--- config.mk ---
export PLATFORM = sky130hd
export DESIGN_NAME = scan_sched
export DESIGN_NICKNAME = d
export VERILOG_FILES = /design/src/rtl/scan_sched.sv
export SDC_FILE = /design/constraint.sdc
export NUM_CORES = 1
export LEC_CHECK = 0
export ABC_CLOCK_PERIOD_IN_PS = 1450
export CAP_MARGIN = 10
export CORE_MARGIN = 4
export CORE_UTILIZATION = 44
export CTS_CLUSTER_DIAMETER = 50
export DETAILED_ROUTE_END_ITERATION = 12
export PLACE_DENSITY = 0.7
export SLEW_MARGIN = 20
export SYNTH_ARGS = -nofsm -noshare
export SYNTH_HDL_FRONTEND = slang
export SYNTH_SLANG_ARGS = --single-unit
--- constraint.sdc ---
create_clock -name clk -period 1.45 [get_ports clk]
set_input_delay 0.29 -clock clk [delete_from_list [all_inputs] [get_ports clk]]
set_output_delay 0.29 -clock clk [all_outputs]
set_load 0.02 [all_outputs]
--- src/rtl/scan_sched.sv ---
// scan_sched: column-scan sequencer driving the column shift register SEL, blanking and frame-swap handshake.
// Define SCAN_DIMMING_EN to add the bright[3:0] input and PWM dimming during each column's dwell.
module scan_sched #(
  parameter int N_COLS    = 24,
  parameter int DWELL_CYC = 16,
  parameter int BLANK_CYC = 2
) (
  input  logic                      clk,
  input  logic                      CLR,
  input  logic                      en,
  input  logic                      swap_ack,
`ifdef SCAN_DIMMING_EN
  input  logic [3:0]                bright,
`endif
  output logic [1:0]                sel,
  output logic                      blank,
  output logic [$clog2(N_COLS)-1:0] col_idx,
  output logic                      frame_start,
  output logic                      frame_done,
  output logic                      swap_req
);

  localparam int MAX_CYC = (DWELL_CYC > BLANK_CYC) ? DWELL_CYC : BLANK_CYC;
  localparam int CNT_W   = (MAX_CYC > 1) ? $clog2(MAX_CYC) : 1;
  localparam int COL_W   = $clog2(N_COLS);

  localparam logic [CNT_W-1:0] BLANK_LAST = CNT_W'(BLANK_CYC - 1);
  localparam logic [CNT_W-1:0] DWELL_LAST = CNT_W'(DWELL_CYC - 1);
  localparam logic [COL_W-1:0] LAST_COL   = COL_W'(N_COLS - 1);

  localparam logic [2:0] S_IDLE      = 3'd0;
  localparam logic [2:0] S_LOAD      = 3'd1;
  localparam logic [2:0] S_BLANK     = 3'd2;
  localparam logic [2:0] S_DWELL     = 3'd3;
  localparam logic [2:0] S_SHIFT     = 3'd4;
  localparam logic [2:0] S_FRAME_END = 3'd5;

  logic [2:0]       state;
  logic [2:0]       state_nxt;
  logic [CNT_W-1:0] cnt;
  logic [COL_W-1:0] col_q;
  logic             fe_first;
  logic             dwell_blank;

  always_comb begin
    state_nxt = state;
    case (state)
      S_IDLE:      if (en) state_nxt = S_LOAD;
      S_LOAD:      state_nxt = S_BLANK;
      S_BLANK:     if (cnt == '0) state_nxt = S_DWELL;
      S_DWELL: begin
        if (cnt == '0) state_nxt = (col_q == LAST_COL) ? S_FRAME_END : S_SHIFT;
      end
      S_SHIFT:     state_nxt = S_BLANK;
      // Dropping en wins over a simultaneous swap_ack.
      S_FRAME_END: begin
        if (!en)          state_nxt = S_IDLE;
        else if (swap_ack) state_nxt = S_LOAD;
      end
      default:     state_nxt = S_IDLE;
    endcase
  end

  always_ff @(posedge clk) begin
    if (CLR) begin
      state    <= S_IDLE;
      cnt      <= '0;
      col_q    <= '0;
      fe_first <= 1'b0;
    end else begin
      state    <= state_nxt;
      fe_first <= (state_nxt == S_FRAME_END) && (state != S_FRAME_END);
      if (state_nxt != state) begin
        case (state_nxt)
          S_BLANK: cnt <= BLANK_LAST;
          S_DWELL: cnt <= DWELL_LAST;
          default: cnt <= '0;
        endcase
      end else if (cnt != '0) begin
        cnt <= cnt - CNT_W'(1);
      end
      if (state_nxt == S_LOAD || state_nxt == S_IDLE)
        col_q <= '0;
      else if (state == S_SHIFT)
        col_q <= col_q + COL_W'(1);
    end
  end

`ifdef SCAN_DIMMING_EN
  logic [3:0] pwm_cnt;
  logic [3:0] bright_q;

  // Brightness is captured once per column so a mid-dwell change cannot glitch the duty cycle.
  always_ff @(posedge clk) begin
    if (CLR) begin
      pwm_cnt  <= '0;
      bright_q <= '0;
    end else if (state_nxt == S_DWELL && state != S_DWELL) begin
      pwm_cnt  <= '0;
      bright_q <= bright;
    end else if (state == S_DWELL) begin
      pwm_cnt  <= pwm_cnt + 4'd1;
    end
  end

  assign dwell_blank = (pwm_cnt >= bright_q);
`else
  assign dwell_blank = 1'b0;
`endif

  always_comb begin
    sel   = 2'b00;
    blank = 1'b1;
    case (state)
      S_LOAD:  sel   = 2'b01;
      S_SHIFT: sel   = 2'b10;
      S_DWELL: blank = dwell_blank;
      default: ;
    endcase
  end

  assign col_idx     = col_q;
  assign frame_start = (state == S_LOAD);
  assign frame_done  = fe_first;
  assign swap_req    = (state == S_FRAME_END);

endmodule

# == Word level (Yosys, flattened, before mapping) ==
# Cells that the tools add are included.
# totals
regBits,13
input_bits,4
output_inout_bits,11
wordCells,39
# op_classes
add_sub_neg,2
n_eq_ne,12
mux,12
n_reduce_logical,9
# op_table
operator,count
2-to-1 mux 3 bit,5
case mux 3 bit (5 select lines),1
"== test 3 x 2 -> 1 bit, second input constant",4
"== test 3 bit, second input constant",3
2-to-1 mux 4 bit,2
case mux 4 bit (2 select lines),1
"== test 3 x 1 -> 1 bit, second input constant",2
zero test 3 bit,2
"adder 5 x 1 -> 5 bit, second input constant",1
"== test 5 bit, second input constant",1
zero test 4 bit,1
case mux 2 bit (2 select lines),1
nonzero test 4 bit,1
OR reduction 2 bit,2
"subtractor 4 x 1 -> 4 bit, second input constant",1
inequality test 3 bit,1
"inequality test 3 bit, second input constant",1
2-to-1 mux 1 bit,2
nonzero test 2 bit,1
logical AND 1 bit,1
logical OR 1 bit,1

# == Longest topological paths before layout ==
# logic_depth
depth_word,7
mapped_depth,6
mapped_depth_nobuf,6

# == Worst setup path before layout ==
# OpenSTA, ideal clock, no wires.
# synth_timing
path_type,flip-flop to flip-flop
start,reg state[1]
end,reg cnt[0]
t_arrival_ns,1.407
slack_ns,-0.031
stages_incl_launch_ff,5
n_path_buf,1
path_cell_list,dfxtp_1 > buf_2 > nor3b_1 > nor3_1 > a31oi_1
# synth_between
elab_chain_len,6
elab_cells_between_ends,19
# synth_rtl
item,line,text
from (decl),38,logic [2:0] state;
from (signal assigned),71,state <= state_nxt;
== test 3 x 1 -> 1 bit (*),-,
named net frame_start,18,"output logic frame_start,"
OR reduction 2 bit (no line) (*),-,
case mux 3 bit (5 select lines) (*),47,case (state)
== test 3 x 2 -> 1 bit,74,case (state_nxt)
case mux 4 bit (2 select lines),74,
2-to-1 mux 4 bit,73,if (state_nxt != state) begin
to (signal assigned),80,cnt <= cnt - CNT_W'(1);
to (decl),40,logic [CNT_W-1:0] cnt;
# The timed path passes the listed nets; every way through them passes the cells marked *.
# A chain may end at the register's enable or synchronous reset.

# == Worst setup path after layout ==
# layout_timing
start,reg state[2]
end,reg cnt[1]
# layout_between
elab_chain_len,6
elab_cells_between_ends,19
# layout_rtl
item,line
== test 3 x 1 -> 1 bit (tied with other cells),47
OR reduction 2 bit (no line) or 2-to-1 mux 3 bit (tied branches),-
case mux 3 bit (5 select lines),47
== test 3 x 2 -> 1 bit,74
case mux 4 bit (2 select lines),74
2-to-1 mux 4 bit,73
# Parallel ways exist; a longest one is shown, timed or not.

==> flow_summary.toml <==
[power_and_ir_drop]
leakage_uw = 0.000484
p_sw_uw = 601
p_seq_share_pct = 30.9
p_per_area_mw_per_mm2 = 1400
ir_drop_uv = 718
power.internal_uw = 995
clkPwrFrac_pct = 13.9
p_sw_share_pct = 37.6
combPwrFrac_pct = 55.2

[layout]
finalNetCount = 127
final_util_pct = 74.2
antenna_cells = 0
area_growth_pct = 56.0
drive_gt1_share_pct = 43.3
stdcell_count = 136

[clocking]
cts-buffers-inserted = 3
clockBufferDepth = 2
path_clk_slew_ps = 80
h-tree-depth = 1
cts_root_buf = "clkbuf_4"
clock_latency_ps = 270
cts_num_sinks = 13
cts_tree = "yes"

[timing]
worst_slack_ps = -60.3
fin_crit_ps = 1510
finalHoldViolations = 0
finClkSkew_ps = 4.31
slew-limit-headroom_pct = 82.1
drv_slew = 0
finalSetupTns_ps = -60.3
worstMarginPinSlew_ps = 264
max_freq_ghz = 0.662
final.period_utilization_pct = 104
setup_viol = 1
hold_ws_ps = 536
rsz0062_at_grt = "yes"

[yosys]
yosys-top-cells-count = "dfxtp_1, nor2_1, nand2_1"
ys_ff_latch = 13
synth_cell_type_count = 30
synth_top_area_share_pct = 35.5
synth_ff_type = "dfxtp_1"
synth-seq-area-share_pct = 35.5
synth_edf_count = 0
syn_area_per_cell_sq_um = 8.73
synth_cells = 84
synth_area_sq_um = 733
ys_top_cells_by_area = "dfxtp_1, nor2_1, nor3b_1"
yosys_warnings = 0
yosys.area.top_type = "dfxtp_1"
synthArstFlopShare_pct = 0
synth.most_common_cell = "dfxtp_1"
synth_nets = 90

[flow_run]
cap_violations = 0

[critical_path]
worstPathRequired_ps = 1640
path_class = "register to register"
worst_ep_arrival_time_ps = 1700
startpoint_type = "register"
cp-end-kind = "register"
critical_path_peak_fanout = 8

[grt]
grt_max_degree = 12
grt_pass1_vias = 740
grt_usage_pct = 15.2
grt_first_pass_wirelength_microns = 3020
overflow = 0
antenna_found_initial = 0

[floorplan]
placementRows = 14
fp.dieArea_sq_mm = 0.00238
core_sq_mm = 0.00154
initial_core_util_pct = 47.6
die_w_microns = 48.8
die_h_microns = 48.8
ioPinCount = 15

[placement]
pre_cts_ws_ps = -296
dp_cells = 129
port_buffers = 14
gp_congestion = 0.856
dp_hpwl_microns = 1270

[routing]
drc = 0
num_vias = 731
wl_per_cell_microns = 12.9
ant_nets = 0
dr.pass1.iters = 4
drt_wl_total_microns = 1750
vias_per_cell = 5.38
drt-initial-drc-count = 7

[run_status]
outcome = "finished with violations"
failed_checks = "setup timing"

[hold_path]
hp-class = "register to register"
==> cells by family (layout without fill, tap and decap cells) <==
logic type	after synthesis	after routing	synth area share [%]
adder cells (fa/ha/maj)	2	2	3.41
buffers and inverters	6	42	3.93
XOR/XNOR	5	5	5.97
AO/OA/AOI/OAI	12	12	11.4
multiplexers	3	3	4.27
flip-flops	13	13	35.5
AND/OR/NAND/NOR	43	43	35.5
==> worst paths after layout <==
| kind | start | endpoint | slack (ps) | cells past startpoint |
|---|---|---|---|---|
| hold reg to reg | state[1] | state[1] | 540 | 1 |
| setup reg to reg | state[2] | cnt[1] | -60 | 6 |
| setup / recovery | state[2] | cnt[1] | -60 | 6 |
| hold / removal | state[1] | state[1] | 540 | 1 |
==> placed cells by master, fill, tap and decap left out, types with 4 or more instances in the layout <==
master,Yosys,layout
nor2_1,11,10
buf_4,1,21
nand2_1,7,7
xor2_1,4,4
a21oi_1,5,4
dfxtp_1,13,9
dlygate4sd2_1,0,6
==> per-stage QoR <==
stage / power [uW] / instance area, sq um
after floorplan: 930 / 738
after global placement: 1180 / 1030
after detailed placement: 1200 / 1030
after CTS: 1550 / 1080
after global routing: 1720 / 1140
final: 1600 / 1140
==> layer usage <==
layer	share of wire (%)	GRT usage, %	vias to the layer above
met5	0	0	-
met4	0.57	2.69	0
met3	3.3	3.36	2
met2	51	27.8	10
met1	45	18.1	351
li1	-	-	368
==> timing repair <==
action                     CTS  global route
setup buffers                2             1
gates resized for setup     41            14
hold buffers                 0             0
pin swaps                    3             6
setup endpoints to repair   17             7
==> flip-flops by register name, summed over array words and instances, names as in the netlist <==
register and cells:
col_idx 5, frame_done 1, state 3, cnt 4
==> layout make-up <==
type                       count  area (sq um)
clock buffer                   4          26.3
tap                           16          20.0
sequential                    13           273
multi-input combinational     65           514
timing repair buffer          35           299
fill                         113           398
inverter                       3          11.3
==> worst max-delay path, stage by stage, from the launching register on <==
cell and delay (ps):
dfxtp_4 360, buf_12 130, buf_6 110, or3_4 350
a21oi_4 190, a21oi_2 80, a221oi_2 210
==> power groups by stage <==
| stage | registers [uW] | clock network (uW) | logic [uW] |
|---|---|---|---|
| after detailed placement | 486 | 0 | 718 |
| after floorplan | 466 | 0 | 464 |
| after CTS | 490 | 232 | 824 |
| final | 494 | 221 | 881 |
| after global placement | 485 | 0 | 699 |
| after global routing | 503 | 252 | 967 |
No activity file was read; power rests on OpenSTA's default activity.
